## src/rtl/fnd_display_scheduler.sv

```systemverilog
// Chooses the time word and page shown on the 4-digit FND: watch, stopwatch or a timed alert.
// Latency: all outputs registered, 1 cycle from inputs; no backpressure, alert uses a req/ack handshake.
module fnd_display_scheduler #(
  parameter int unsigned TICK_DIV = 100_000,
  parameter int unsigned PAGE_MS  = 3000,
  parameter int unsigned ALERT_MS = 5000
) (
  input  logic        clk,
  input  logic        reset,
  input  logic        mode,
  input  logic        auto_en,
  input  logic        btn_page,
  input  logic [23:0] watch_time,
  input  logic [23:0] sw_time,
  input  logic        alert_req,
  input  logic [23:0] alert_data,
  output logic        alert_ack,
  output logic [23:0] fnd_in_data,
  output logic        sel_display,
  output logic [1:0]  active_src
);

  localparam int TW = (TICK_DIV > 1) ? $clog2(TICK_DIV) : 1;
  localparam int PW = (PAGE_MS  > 1) ? $clog2(PAGE_MS)  : 1;
  localparam int AW = (ALERT_MS > 1) ? $clog2(ALERT_MS) : 1;

  typedef enum logic [1:0] {
    ST_WATCH = 2'b00,
    ST_SW    = 2'b01,
    ST_ALERT = 2'b10
  } state_t;

  state_t        state_q, state_d;
  state_t        prev_q, prev_d;
  state_t        mode_st;
  logic [TW-1:0] tick_cnt_q, tick_cnt_d;
  logic [PW-1:0] page_cnt_q, page_cnt_d;
  logic [AW-1:0] alert_cnt_q, alert_cnt_d;
  logic          rearm_q, rearm_d;
  logic [23:0]   fnd_q, fnd_d;
  logic          sel_q, sel_d;
  logic          ack_q, ack_d;
  logic [1:0]    src_q, src_d;
  logic          tick;

  assign tick       = (tick_cnt_q == TW'(TICK_DIV - 1));
  assign tick_cnt_d = tick ? '0 : tick_cnt_q + 1'b1;
  assign mode_st    = mode ? ST_SW : ST_WATCH;

  always_comb begin
    state_d     = state_q;
    prev_d      = prev_q;
    page_cnt_d  = page_cnt_q;
    alert_cnt_d = alert_cnt_q;
    rearm_d     = rearm_q | ~alert_req;
    sel_d       = sel_q;
    ack_d       = 1'b0;
    fnd_d       = watch_time;
    src_d       = 2'b00;

    case (state_q)
      ST_WATCH, ST_SW: begin
        // Alert entry beats a simultaneous mode change; rearm blocks a held req.
        if (alert_req && rearm_q) begin
          state_d     = ST_ALERT;
          prev_d      = state_q;
          rearm_d     = 1'b0;
          alert_cnt_d = '0;
        end else if (mode_st != state_q) begin
          state_d    = mode_st;
          sel_d      = (mode_st == ST_WATCH);
          page_cnt_d = '0;
        end else if (btn_page) begin
          sel_d      = ~sel_q;
          page_cnt_d = '0;
        end else if (state_q == ST_WATCH && auto_en) begin
          if (tick) begin
            if (page_cnt_q == PW'(PAGE_MS - 1)) begin
              sel_d      = ~sel_q;
              page_cnt_d = '0;
            end else begin
              page_cnt_d = page_cnt_q + 1'b1;
            end
          end
        end else begin
          page_cnt_d = '0;
        end
      end
      ST_ALERT: begin
        if (!alert_req || (tick && alert_cnt_q == AW'(ALERT_MS - 1))) begin
          ack_d       = alert_req;
          state_d     = mode_st;
          alert_cnt_d = '0;
          // Entry rules apply only when the mode moved while the alert was up.
          if (mode_st != prev_q) begin
            sel_d      = (mode_st == ST_WATCH);
            page_cnt_d = '0;
          end
        end else if (tick) begin
          alert_cnt_d = alert_cnt_q + 1'b1;
        end
      end
      default: state_d = ST_WATCH;
    endcase

    case (state_d)
      ST_ALERT: begin fnd_d = alert_data; src_d = 2'b10; end
      ST_SW:    begin fnd_d = sw_time;    src_d = 2'b01; end
      default:  begin fnd_d = watch_time; src_d = 2'b00; end
    endcase
  end

  always_ff @(posedge clk or negedge reset) begin
    if (!reset) begin
      state_q     <= ST_WATCH;
      prev_q      <= ST_WATCH;
      tick_cnt_q  <= '0;
      page_cnt_q  <= '0;
      alert_cnt_q <= '0;
      rearm_q     <= 1'b1;
      fnd_q       <= '0;
      sel_q       <= 1'b1;
      ack_q       <= 1'b0;
      src_q       <= 2'b00;
    end else begin
      state_q     <= state_d;
      prev_q      <= prev_d;
      tick_cnt_q  <= tick_cnt_d;
      page_cnt_q  <= page_cnt_d;
      alert_cnt_q <= alert_cnt_d;
      rearm_q     <= rearm_d;
      fnd_q       <= fnd_d;
      sel_q       <= sel_d;
      ack_q       <= ack_d;
      src_q       <= src_d;
    end
  end

  assign fnd_in_data = fnd_q;
  assign sel_display = sel_q;
  assign alert_ack   = ack_q;
  assign active_src  = src_q;

endmodule

```

## config.mk

```make
export PLATFORM = sky130hd
export DESIGN_NAME = fnd_display_scheduler
export DESIGN_NICKNAME = d
export VERILOG_FILES = /design/src/rtl/fnd_display_scheduler.sv
export SDC_FILE = /design/constraint.sdc
export NUM_CORES = 1
export LEC_CHECK = 0
export CORE_ASPECT_RATIO = 1.75
export CORE_UTILIZATION = 50
export CTS_BUF_LIST = sky130_fd_sc_hd__clkbuf_2 sky130_fd_sc_hd__clkbuf_4 sky130_fd_sc_hd__clkbuf_8
export CTS_CLUSTER_DIAMETER = 40
export DETAILED_ROUTE_END_ITERATION = 12
export DONT_BUFFER_PORTS = 1
export PLACE_DENSITY = 0.69
export SKIP_LAST_GASP = 1
export SLEW_MARGIN = 0
export SYNTH_ARGS = -nofsm -noshare
export SYNTH_HDL_FRONTEND = slang
export SYNTH_SLANG_ARGS = --single-unit
```

## constraint.sdc

```tcl
create_clock -name clk -period 3.38 [get_ports clk]
set_clock_uncertainty 0.05 [all_clocks]
set_input_delay 0.338 -clock clk [delete_from_list [all_inputs] [get_ports clk]]
set_output_delay 0.338 -clock clk [all_outputs]
set_load 0.02 [all_outputs]
```

==> Yosys cells after proc, flatten, opt, wreduce, memory -nomap -nowiden <==
Index checks and enable logic that the tools add are counted.
{ "classes": {"n_addsub": 3, "reduce_logical": 13, "eq_ne": 18, "n_mux": 34, "n_bitwise": 3} }
{ "ops": {"columns": ["cell", "count"], "rows": [
  ["two-way mux 12 bit", 8],
  ["one-hot mux 24 bit (2 select lines)", 1],
  ["two-way mux 13 bit", 3],
  ["one-hot mux 13 bit (2 select lines)", 1],
  ["one-hot mux 12 bit (2 select lines)", 1],
  ["adder 17 x 1 -> 17 bit, second input constant", 1],
  ["== test 17 bit, second input constant", 1],
  ["two-way mux 17 bit", 1],
  ["adder 13 x 1 -> 13 bit, second input constant", 1],
  ["== test 13 bit, second input constant", 1],
  ["two-way mux 1 bit", 13],
  ["adder 12 x 1 -> 12 bit, second input constant", 1],
  ["== test 12 bit, second input constant", 1],
  ["!= test 4 bit, second input constant", 3],
  ["!= test 2 bit, second input constant", 4],
  ["one-hot mux 2 bit (2 select lines)", 2],
  ["AND reduction 7 bit", 1],
  ["two-way mux 2 bit", 3],
  ["!= test 5 bit, second input constant", 1],
  ["AND reduction 5 bit", 1],
  ["== test 2 x 1 -> 1 bit, second input constant", 2],
  ["== test 2 bit, second input constant", 2],
  ["logical NOT 2 bit", 2],
  ["!= test 1 x 2 -> 1 bit", 2],
  ["11 further kinds", 14]
]} }
{ "totals": {"output_inout_bits": 28, "regBits": 75, "wordCells": 81, "in_bits": 78} }

==> Longest topological paths before layout <==
{ "logic_depth": {"ltp_word": 8, "depth_mapped": 13, "depth_no_buf": 10} }

==> Worst setup path before layout <==
No wires, ideal clock.
{ "synth_path": {"path_kind": "register to register", "startpoint": "register alert_cnt_q[3]", "endpoint": "register fnd_q[15], in the netlist fnd_in_data[15]", "path_buffers": 2, "period_less_slack_ns": 2.884, "setup_ns": 0.134, "path_slack_ns": 0.496, "arrival_time_ns": 2.699, "required_time_ns": 3.196, "stages_incl_launch_ff": 12, "path_cell_list": "dfrtp_1 -> or4_1 -> or4_4 -> nor2_2 -> nor2b_1 -> o21ai_1 -> and3_1 -> ha_1 -> clkbuf_1 -> clkbuf_1 -> nand2_1 -> o21ai_0"} }
{ "synth_via": {"elab_chain_cells": 7, "word_cells_on_any_way": 8} }
{ "synth_lines": {"columns": ["item", "line", "text"], "rows": [
  ["start: declaration", "38", "logic [AW-1:0] alert_cnt_q, alert_cnt_d;"],
  ["start signal: assignment", "130", "alert_cnt_q <= alert_cnt_d;"],
  ["== test 13 bit (*)", "90", "if (!alert_req || (tick && alert_cnt_q == AW'(ALERT_MS - 1))) begin"],
  ["logical AND 1 bit (*)", "90", null],
  ["logical OR 1 bit (*)", "90", null],
  ["two-way mux 2 bit (*)", "90", null],
  ["one-hot mux 2 bit (2 select lines) (*)", "61", "case (state_q)"],
  ["named net state_d[0]", "33", "state_t state_q, state_d;"],
  ["== test 2 x 1 -> 1 bit / == test 2 bit (equally long branches)", "106", "case (state_d)"],
  ["one-hot mux 24 bit (2 select lines) (*)", "106", null],
  ["named net fnd_d[15]", "40", "logic [23:0] fnd_q, fnd_d;"],
  ["end signal: assignment", "132", "fnd_q <= fnd_d;"],
  ["end: declaration", "40", null]
]} }
Mark *: on every way through the listed nets, which the timed path passes. The rest lies on a longest branch.
A chain may end at the register's enable or synchronous reset.

==> Worst setup path in the final report <==
{ "layout_path": {"startpoint": "register alert_cnt_q[3]", "endpoint": "register fnd_q[8], in the netlist fnd_in_data[8]"} }
The elaborated chain is that of the path after synthesis.

==> results.sh <==
export IMPL_antenna_left=0
export IMPL_clkTransAtPathRegs_ns=0.07
export IMPL_vdd_drop_max_uv=385.1
export IMPL_post_cts_setup_buffers=0
export IMPL_worstSetupPathType="reg2reg"
export IMPL_cp_max_fo=24
export IMPL_insertion_delay_ns=0.36
export IMPL_syn_num_nets=464
export IMPL_drt_total_wl_um=7852
export IMPL_power_mw=2.153
export IMPL_cts_htree_levels=3
export IMPL_synthCells=379
export IMPL_synth_edf_count=0
export IMPL_nets=467
export IMPL_ys_warn_count=0
export IMPL_grt_pass1_vias=2729
export IMPL_drive_gt1_share_pct=9.302
export IMPL_fp_dieH_um=114.9
export IMPL_synth_top_family_by_area="simple AND/OR/NAND/NOR gates"
export IMPL_place_area_mm2=0.003702
export IMPL_arrival_ns=3.29
export IMPL_dp_hpwl_um=5603
export IMPL_power_density_mw_per_mm2=542.0
export IMPL_max_stage_delay_ns=0.53
export IMPL_cts_sinks=75
export IMPL_timing_fmax_ghz=0.3205
export IMPL_synth_xor_area_share_pct=6.010
export IMPL_synthMuxAreaShare_pct=0.8929
export IMPL_crit_chain="or4_1, or4_4, nor2_2, nor2_2, nor2_1, inv_1, ha_1, a22oi_1, o21ai_0"
export IMPL_grt_ovfl_total=0
export IMPL_synth_area_per_cell_um2=9.613
export IMPL_synth_adder_area_share_pct=2.404
export IMPL_ys_seq_area_share_pct=51.58
export IMPL_cp_slowest_cell="or4_4"
export IMPL_rsz0062_at_grt="no"
export IMPL_drv_cap=0
export IMPL_start_kind="flop"
export IMPL_syn_to_final_growth_pct=9.032
export IMPL_tightest_slew_ns=1.001
export IMPL_synth_main_ff_cell="dfrtp_1"
export IMPL_setup_violations=0
export IMPL_cp_data_required_time_ns=3.55
export IMPL_drv_slew=0
export IMPL_crit_path_end_kind="flop"
export IMPL_num_rows=40
export IMPL_syn_cell_area_mm2=0.003643
export IMPL_diodes=0
export IMPL_cts_root_buf="clkbuf_8"
export IMPL_num_vias=2796
export IMPL_holdWs_ns=0.04734
export IMPL_die_area_mm2=0.007646
export IMPL_ys_seq_elements=75
export IMPL_grt_max_degree=76
export IMPL_drt_iter0_drc=182
export IMPL_antenna_found_initial=0
export IMPL_drc_errors=0
export IMPL_finalHoldViolations=0
export IMPL_cellLeakagePower_nw=1.771
export IMPL_wl_per_cell_um=16.67
export IMPL_synthArstFlopShare_pct=100.0
export IMPL_die_x_um=66.53
export IMPL_drt_pass1_iterations=4
export IMPL_dp_slack_ns=0.2816
export IMPL_cts_made_buffers=9
export IMPL_outcome="finished clean"
export IMPL_start_util_pct=52.37
export IMPL_period_needed_ns=3.120
export IMPL_grt_usage_pct=21.80
export IMPL_viasPerCell=5.936
export IMPL_clock_path_buffers=2
export IMPL_fin_area_mm2=0.003973
export IMPL_place_gp_congestion=0.8115
export IMPL_slew_headroom_pct=33.24
export IMPL_portBuffers=0
export IMPL_core_area_mm2=0.006957
export IMPL_ys_types=46
export IMPL_synth_compound_area_share_pct=14.80
export IMPL_path_common_cell="nor2_2"
export IMPL_yosys_area_share_simple_pct=21.70
export IMPL_fin_crit_sh_pct=92.32
export IMPL_grt_pass1_wl_um=12390
export IMPL_cts_tree="built"
export IMPL_ios=106
export IMPL_hold_class="in2reg"
export IMPL_setup_tns_ns=0
export IMPL_layout_setup_ws_ns=0.2597
synthesized netlist by cell type (all sizes together) (2+ instances only):
library cell	instances	area [µm²]
xor2	12	105.1
xnor2	13	113.9
dfrtp	73	1827
nand4	5	31.28
or3	3	18.77
and3	14	90.08
dfstp	2	52.55
nand3	11	55.05
nand2	53	198.9
or4	3	26.27
o21ai	52	260.3
a21oi	4	23.77
ha	7	87.58
nor2	42	170.2
nor2b	4	25.02
and4	3	26.28
mux2	2	22.52
nor4b	3	26.28
nor4	6	37.54
a22oi	24	180.2
buf	3	27.52
nor3	5	25.02
and2	3	18.77
clkbuf	13	48.80
inv	5	18.77
power breakdown:
part,switching (mW),internal (mW)
registers,0.160,0.990
logic,0.185,0.0949
clock network,0.325,0.399
total,0.670,1.48
worst paths after layout:
path                                startpoint         endpoint  slack, ns  cells after the start
min in group asynchronous                reset    page_cnt_q[6]       0.48                      2
worst max register to register  alert_cnt_q[3]   fnd_in_data[8]       0.26                      9
worst min-delay path            watch_time[13]  fnd_in_data[13]       0.05                      2
worst max-delay path            alert_cnt_q[3]   fnd_in_data[8]       0.26                      9
worst min register to register  page_cnt_q[11]   page_cnt_q[11]       0.42                      1
max in group asynchronous                reset          rearm_q       2.47                      2
cells by family after synthesis:
group | count (synthesis)
AND/OR/NAND/NOR | 160
AO/OA/AOI/OAI | 88
flip-flops | 75
XOR/XNOR | 25
buffers and inverters | 21
adder cells (fa/ha/maj) | 7
multiplexers | 3
what timing repair did:
item / CTS / global route
hold buffers: 4 / 0
resized for setup: 0 / 0
hold endpoints to repair: 77 / 0
layout by cell type (no fill, tap or decap), types with 5 or more instances in the layout:
cell and instances:
xor2_1 12, xnor2_1 13, nor4_1 6, ha_1 7, nand2_1 53, clkbuf_8 12, inv_1 5, and3_1 12
nand4_1 5, o21ai_1 24, dfrtp_1 73, nor3_1 5, nand3_1 11, nor2_1 39, o21ai_0 28, a22oi_1 24
metrics by stage:
stage,utilization (%),std cells
global route,57.10,471
CTS,57.10,471
finish,57.10,471
global placement,53.22,451
detailed placement,53.22,451
floorplan,-,379
registers in the layout, summed over array words and instances (netlist names):
register	count
active_src	2
alert_ack	1
alert_cnt_q	13
fnd_in_data	24
page_cnt_q	12
prev_q	2
rearm_q	1
sel_display	1
state_q	2
tick_cnt_q	17
area by class of cell:
cell class,instances,area (µm²)
Tap cell,84,105.1
Clock buffer,12,165.2
Timing Repair Buffer,8,87.58
Fill cell,601,2984
Clock inverter,4,47.55
Inverter,5,18.77
Multi-Input combinational cell,283,1669
Sequential cell,75,1879
per-layer routing:
metal	global-route usage [%]	wire length, µm
met3	6.647	460
met5	0	0
met1	23.65	3022
met4	10.64	242
met2	37.76	4127
worst max-delay path, delay by kind of cell (launching register included):
kind,cells,cell delay (ns)
adders and majority gates,1,0.51
buffers and inverters,1,0.11
AOI/OAI and AO/OA,2,0.40
and+or+nand+nor,5,1.49
DFF,1,0.42
Power figures use the tool's default switching activity.
